[src/rtl/draw_pkg.sv]
// Shared definitions for the draw scheduler: FSM encoding, client indices and
// pixel field widths, plus the "next enabled client" search used by the FSM.
package draw_pkg;
  localparam int NUM_CLIENTS = 4;
  localparam int X_W  = 9;
  localparam int Y_W  = 8;
  localparam int C_W  = 12;
  localparam int WD_W = 20;

  localparam logic [1:0] CL_BG    = 2'd0;
  localparam logic [1:0] CL_ITEMS = 2'd1;
  localparam logic [1:0] CL_HOOK  = 2'd2;
  localparam logic [1:0] CL_SCORE = 2'd3;

  typedef enum logic [2:0] {
    ST_IDLE,
    ST_LATCH,
    ST_START,
    ST_WAIT,
    ST_ADVANCE,
    ST_FRAME_DONE
  } state_t;

  // Returns {found, index} of the lowest set mask bit at or above 'from'.
  // 'from' may be 4, meaning the search is exhausted.
  function automatic logic [2:0] pick_next(input logic [NUM_CLIENTS-1:0] mask,
                                           input logic [2:0] from);
    logic [2:0] r;
    r = '0;
    for (int k = NUM_CLIENTS - 1; k >= 0; k--) begin
      if (mask[k] && (k >= int'(from))) r = {1'b1, 2'(k)};
    end
    return r;
  endfunction
endpackage

[src/rtl/draw_pixel_mux.sv]
// Registered pixel mux: forwards the granted client's pixel one cycle later.
// No backpressure; writes are only passed while the grant is live.
module draw_pixel_mux
  import draw_pkg::*;
(
  input  logic                       clock,
  input  logic                       reset,
  input  logic [1:0]                 grant,
  input  logic                       grant_vld,
  input  logic [NUM_CLIENTS*X_W-1:0] cl_x,
  input  logic [NUM_CLIENTS*Y_W-1:0] cl_y,
  input  logic [NUM_CLIENTS*C_W-1:0] cl_color,
  input  logic [NUM_CLIENTS-1:0]     cl_we,
  output logic [X_W-1:0]             outX,
  output logic [Y_W-1:0]             outY,
  output logic [C_W-1:0]             color,
  output logic                       writeEn
);

  always_ff @(posedge clock or posedge reset) begin
    if (reset) begin
      outX    <= '0;
      outY    <= '0;
      color   <= '0;
      writeEn <= 1'b0;
    end else begin
      outX    <= cl_x[X_W*int'(grant) +: X_W];
      outY    <= cl_y[Y_W*int'(grant) +: Y_W];
      color   <= cl_color[C_W*int'(grant) +: C_W];
      writeEn <= grant_vld & cl_we[grant];
    end
  end

endmodule

[src/rtl/draw_scheduler.sv]
// Frame-pass scheduler: starts each enabled client in order, waits for done or
// watchdog abort, and muxes the running client's pixels out with 1-cycle latency.
module draw_scheduler
  import draw_pkg::*;
#(
  parameter logic [WD_W-1:0] TIMEOUT = 20'd200000
) (
  input  logic                       clock,
  input  logic                       reset,
  input  logic                       frame_tick,
  input  logic [NUM_CLIENTS-1:0]     client_mask,
  input  logic [NUM_CLIENTS*X_W-1:0] cl_x,
  input  logic [NUM_CLIENTS*Y_W-1:0] cl_y,
  input  logic [NUM_CLIENTS*C_W-1:0] cl_color,
  input  logic [NUM_CLIENTS-1:0]     cl_we,
  input  logic [NUM_CLIENTS-1:0]     cl_done,
  output logic [NUM_CLIENTS-1:0]     cl_enable,
  output logic [X_W-1:0]             outX,
  output logic [Y_W-1:0]             outY,
  output logic [C_W-1:0]             color,
  output logic                       writeEn,
  output logic                       busy,
  output logic                       frame_done,
  output logic [NUM_CLIENTS-1:0]     timeout_err,
  output logic [7:0]                 overrun_cnt
);

  state_t                 state;
  logic [NUM_CLIENTS-1:0] mask_q;
  logic [1:0]             idx;
  logic [WD_W-1:0]        wd;
  logic [2:0]             sel;

  // LATCH searches the live mask so unselected clients cost no cycles.
  assign sel = (state == ST_LATCH) ? pick_next(client_mask, {1'b0, CL_BG})
                                   : pick_next(mask_q, {1'b0, idx} + 3'd1);

  always_ff @(posedge clock or posedge reset) begin
    if (reset) begin
      state       <= ST_IDLE;
      mask_q      <= '0;
      idx         <= '0;
      wd          <= '0;
      cl_enable   <= '0;
      busy        <= 1'b0;
      frame_done  <= 1'b0;
      timeout_err <= '0;
      overrun_cnt <= '0;
    end else begin
      cl_enable  <= '0;
      frame_done <= 1'b0;
      if (frame_tick && busy && (overrun_cnt != 8'hFF))
        overrun_cnt <= overrun_cnt + 8'd1;

      case (state)
        ST_IDLE: begin
          if (frame_tick) begin
            state <= ST_LATCH;
            busy  <= 1'b1;
          end
        end
        ST_LATCH, ST_ADVANCE: begin
          if (state == ST_LATCH) begin
            mask_q <= client_mask;
            idx    <= CL_BG;
          end
          if (sel[2] && !(state == ST_ADVANCE && idx == CL_SCORE)) begin
            idx       <= sel[1:0];
            cl_enable <= 4'b0001 << sel[1:0];
            state     <= ST_START;
          end else begin
            frame_done <= 1'b1;
            state      <= ST_FRAME_DONE;
          end
        end
        ST_START: begin
          wd    <= '0;
          state <= ST_WAIT;
        end
        ST_WAIT: begin
          wd <= wd + 1'b1;
          // Done wins over a simultaneous watchdog expiry.
          if (cl_done[idx]) begin
            state <= ST_ADVANCE;
          end else if (wd == TIMEOUT - 1'b1) begin
            timeout_err[idx] <= 1'b1;
            state            <= ST_ADVANCE;
          end
        end
        ST_FRAME_DONE: begin
          busy  <= 1'b0;
          state <= ST_IDLE;
        end
        default: state <= ST_IDLE;
      endcase
    end
  end

  draw_pixel_mux u_pixel_mux (
    .clock     (clock),
    .reset     (reset),
    .grant     (idx),
    .grant_vld (state == ST_WAIT),
    .cl_x      (cl_x),
    .cl_y      (cl_y),
    .cl_color  (cl_color),
    .cl_we     (cl_we),
    .outX      (outX),
    .outY      (outY),
    .color     (color),
    .writeEn   (writeEn)
  );

endmodule

[config.mk]
export PLATFORM = sky130hd
export DESIGN_NAME = draw_scheduler
export DESIGN_NICKNAME = d
export VERILOG_FILES = /design/src/rtl/draw_pkg.sv /design/src/rtl/draw_pixel_mux.sv /design/src/rtl/draw_scheduler.sv
export SDC_FILE = /design/constraint.sdc
export NUM_CORES = 1
export LEC_CHECK = 0
export ABC_AREA = 0
export BUFFER_PORTS_ARGS = -buffer_cell sky130_fd_sc_hd__buf_2
export CAP_MARGIN = 20
export CELL_PAD_IN_SITES_DETAIL_PLACEMENT = 1
export CELL_PAD_IN_SITES_GLOBAL_PLACEMENT = 2
export CORE_ASPECT_RATIO = 0.75
export CORE_MARGIN = 5
export CORE_UTILIZATION = 31
export DETAILED_ROUTE_END_ITERATION = 16
export PLACE_DENSITY_LB_ADDON = 0.1
export SYNTH_ARGS = -nofsm -noshare
export SYNTH_HDL_FRONTEND = slang
export SYNTH_SLANG_ARGS = --single-unit
[constraint.sdc]
create_clock -name clock -period 4.57 [get_ports clock]
set_clock_uncertainty 0.15 [all_clocks]
set_input_delay 0.6855 -clock clock [delete_from_list [all_inputs] [get_ports clock]]
set_output_delay 0.6855 -clock clock [all_outputs]
set_load 0.02 [all_outputs]
==> flow_summary.ini <==
[critical_path]
critPathCaptureType = flip-flop
worstSetupStartpointType = flip-flop
cp_max_fo = 21
arrival_ns = 2.39
r2r_cells = 5
critPathKind = flip-flop to flip-flop
worst-endpoint-required_ns = 4.63

[placement]
dp.cells = 636
place.gp.congestion = 0.8230
place_ws_ns = 2.194
place.detailed.hpwl_um = 9852
portBuffers = 178
placed_area_um2 = 4900

[run_status]
run_status = finished clean

[global_routing]
grt_pass1_vias = 3377
grt_first_pass_wirelength_um = 19580
grt_max_degree = 45
grt_util_met3_pct = 5.038
antenna_found_initial = 0
overflow = 0
gr-usage-met1_pct = 22.63
grt-busiest-layer = met2
use_met2_pct = 27.30
grt_util_all_layers_pct = 17.02

[yosys]
syn_area_per_cell_um2 = 12.64
syn_inst = 305
synth_fp_nets = 438
yosys_warnings = 0
async_flop_share_pct = 100.0
ys_ff_latch = 76
ys_seq_area_share_pct = 49.33
syn_area_um2 = 3855
ys_types = 54
synth_edf_count = 0
synthFlopType = dfrtp_1

[layout]
insertedDiodeCount = 0
areaGrowthSynthToFinish_pct = 35.51
layout.cells.non_filler = 652
layout-drive-gt1-share_pct = 48.77
nets = 615
fillers = 1372
multi_input_area_um2 = 1833
seqCellArea_um2 = 1903
design_area_um2 = 5224

[routing]
drt-total-wl_um = 12620
wl_per_cell_um = 19.36
detail-route-antenna-nets = 0
via_per_inst = 4.979
initialDrtViolationCount = 171
drc = 0
vias = 3246
drt-pass1-iter-count = 4

[sta]
fin_crit_ns = 2.326
setup_viol = 0
relSlewSlack_pct = 43.32
fin_crit_sh_pct = 50.90
max_freq_mhz = 429.9
rsz0062_at_grt = false
hold_viol = 0
worstMarginPinSlew_ns = 0.8501
drv_slew = 0
setup_slack_ns = 2.244
setup_tns_ns = 0

[clock_tree]
ctsLongestPathBuffers = 2
root_buffer = clkbuf_16
hold_buffers = 0
cts_tree = done
cts_resized = 0
clock_sinks = 76
cts-buffers-inserted = 9
cts_post_setup_buffers_inserted = 0
htreeDepth = 3
clk_pin_slew_ns = 0.06
clkLatencyLatePin_ns = 0.34

[floorplanning]
dieArea_um2 = 14790
die_w_um = 138.8
start_util_pct = 31.55
rows = 35
die_h_um = 106.6
ios = 179
design.core.area_um2 = 12220

[pwr]
p_clk_share_pct = 25.7
p_comb_share_pct = 37.3
p_seq_share_pct = 37.1
powerDensity_nw_per_um2 = 550.5
peakVddDrop_v = 0.0002402
p_sw_w = 0.001063
switching_share_pct = 36.96
fin_total_pwr_w = 0.002876
p_leak_nw = 2.485
intPower_w = 0.001813

[hold_path]
hp-class = primary input to asynchronous set/reset pin

[job]
cap_violations = 0
## through the flow
step,util [%],hold WS [ns]
2_1_floorplan,-,0.2986
3_3_place_gp,40.10,0.2906
3_5_place_dp,40.10,0.2999
4_1_cts,42.59,0.3127
5_1_grt,42.75,0.06738
6_report,42.75,0.07329
## synth_stat cells, types with 4 or more instances
cell      number  area (µm²)
o21ai_0       13       65.06
inv_1          8       30.03
and3_1         6       37.54
buf_2          6       30.03
mux4_2        31       698.2
xor2_1         6       52.55
o211ai_1       6       45.04
a21oi_1        5       25.02
clkbuf_1       5       18.77
nand4_1        4       25.02
dfrtp_1       76        1902
nor3_1        10       50.05
nand2b_1       5       31.28
mux2i_1       11       110.1
nand2_1       33       123.9
nand3_1        8       40.04
nor2_1        16       60.06
nor4_1         5       31.28
## worst max-delay path, stage by stage, from the launching register on
cell and delay (ns):
dfrtp_1 0.89, buf_4 0.40, mux4_2 0.35, nor2_1 0.10
o21ai_0 0.15, a21boi_0 0.16
## cell type report
type	instances	area share (%)
timing repair buffer	182	18.11
multi-input combinational	205	35.09
tap	166	3.976
clock inverter	1	0.5749
inverter	8	0.5749
sequential	76	36.43
clock buffer	14	5.246
## path summary, 6_finish.rpt
check / start / endpoint / slack (ns)
max reg2reg: idx[1] / state[2] / 2.24
max: idx[1] / state[2] / 2.24
min in group clock: timeout_err[0] / timeout_err[0] / 0.31
min: reset / u_pixel_mux.outY[6] / 0.07
max in group asynchronous: reset / u_pixel_mux.color[7] / 3.48
min reg2reg: timeout_err[0] / timeout_err[0] / 0.31
## per-layer routing
metal / wire length, µm / up-vias
met5: 0 / -
met4: 173 / 0
met3: 681 / 14
met2: 6329 / 97
met1: 5434 / 1633
li1: - / 1502
## sequential cells by signal, summed over array words and instances, names as in the netlist
| register | flops |
|---|---|
| u_pixel_mux.outX | 9 |
| frame_done | 1 |
| wd | 20 |
| timeout_err | 4 |
| u_pixel_mux.writeEn | 1 |
| idx | 2 |
| cl_enable | 4 |
| u_pixel_mux.outY | 8 |
| busy | 1 |
| mask_q | 3 |
| state | 3 |
| overrun_cnt | 8 |
| u_pixel_mux.color | 12 |
## layout by cell type, fill, tap and decap left out, types with 3 or more instances in the layout
master,count
a21oi_1,5
and2_1,3
and3_1,6
buf_2,178
clkbuf_16,9
clkbuf_8,3
dfrtp_1,75
inv_1,7
mux2i_1,11
mux4_2,31
nand2_1,33
nand2b_1,5
nand3_1,8
nand4_1,4
nor2_1,16
nor2b_1,3
nor3_1,10
nor4_1,5
o211ai_1,6
o21ai_0,13
o31ai_1,3
xor2_1,6
## logic make-up after synthesis
family,after synthesis,share of synthesized area (%)
compound gates,44,8.082
xor+xnor,7,1.590
fa+ha+maj,2,0.6490
buf+inv,24,3.116
flops,76,49.33
mux,43,21.26
simple gates,109,15.97
## power groups by stage
stage	logic [W]	clock network (W)	registers (W)
after floorplan	0.000637	0	0.00116
after global placement	0.00107	0	0.00107
after detailed placement	0.00108	0	0.00108
after CTS	0.00109	0.000757	0.00107
after global routing	0.00117	0.000789	0.00110
final	0.00107	0.000738	0.00107
Power figures use the tool's default switching activity.
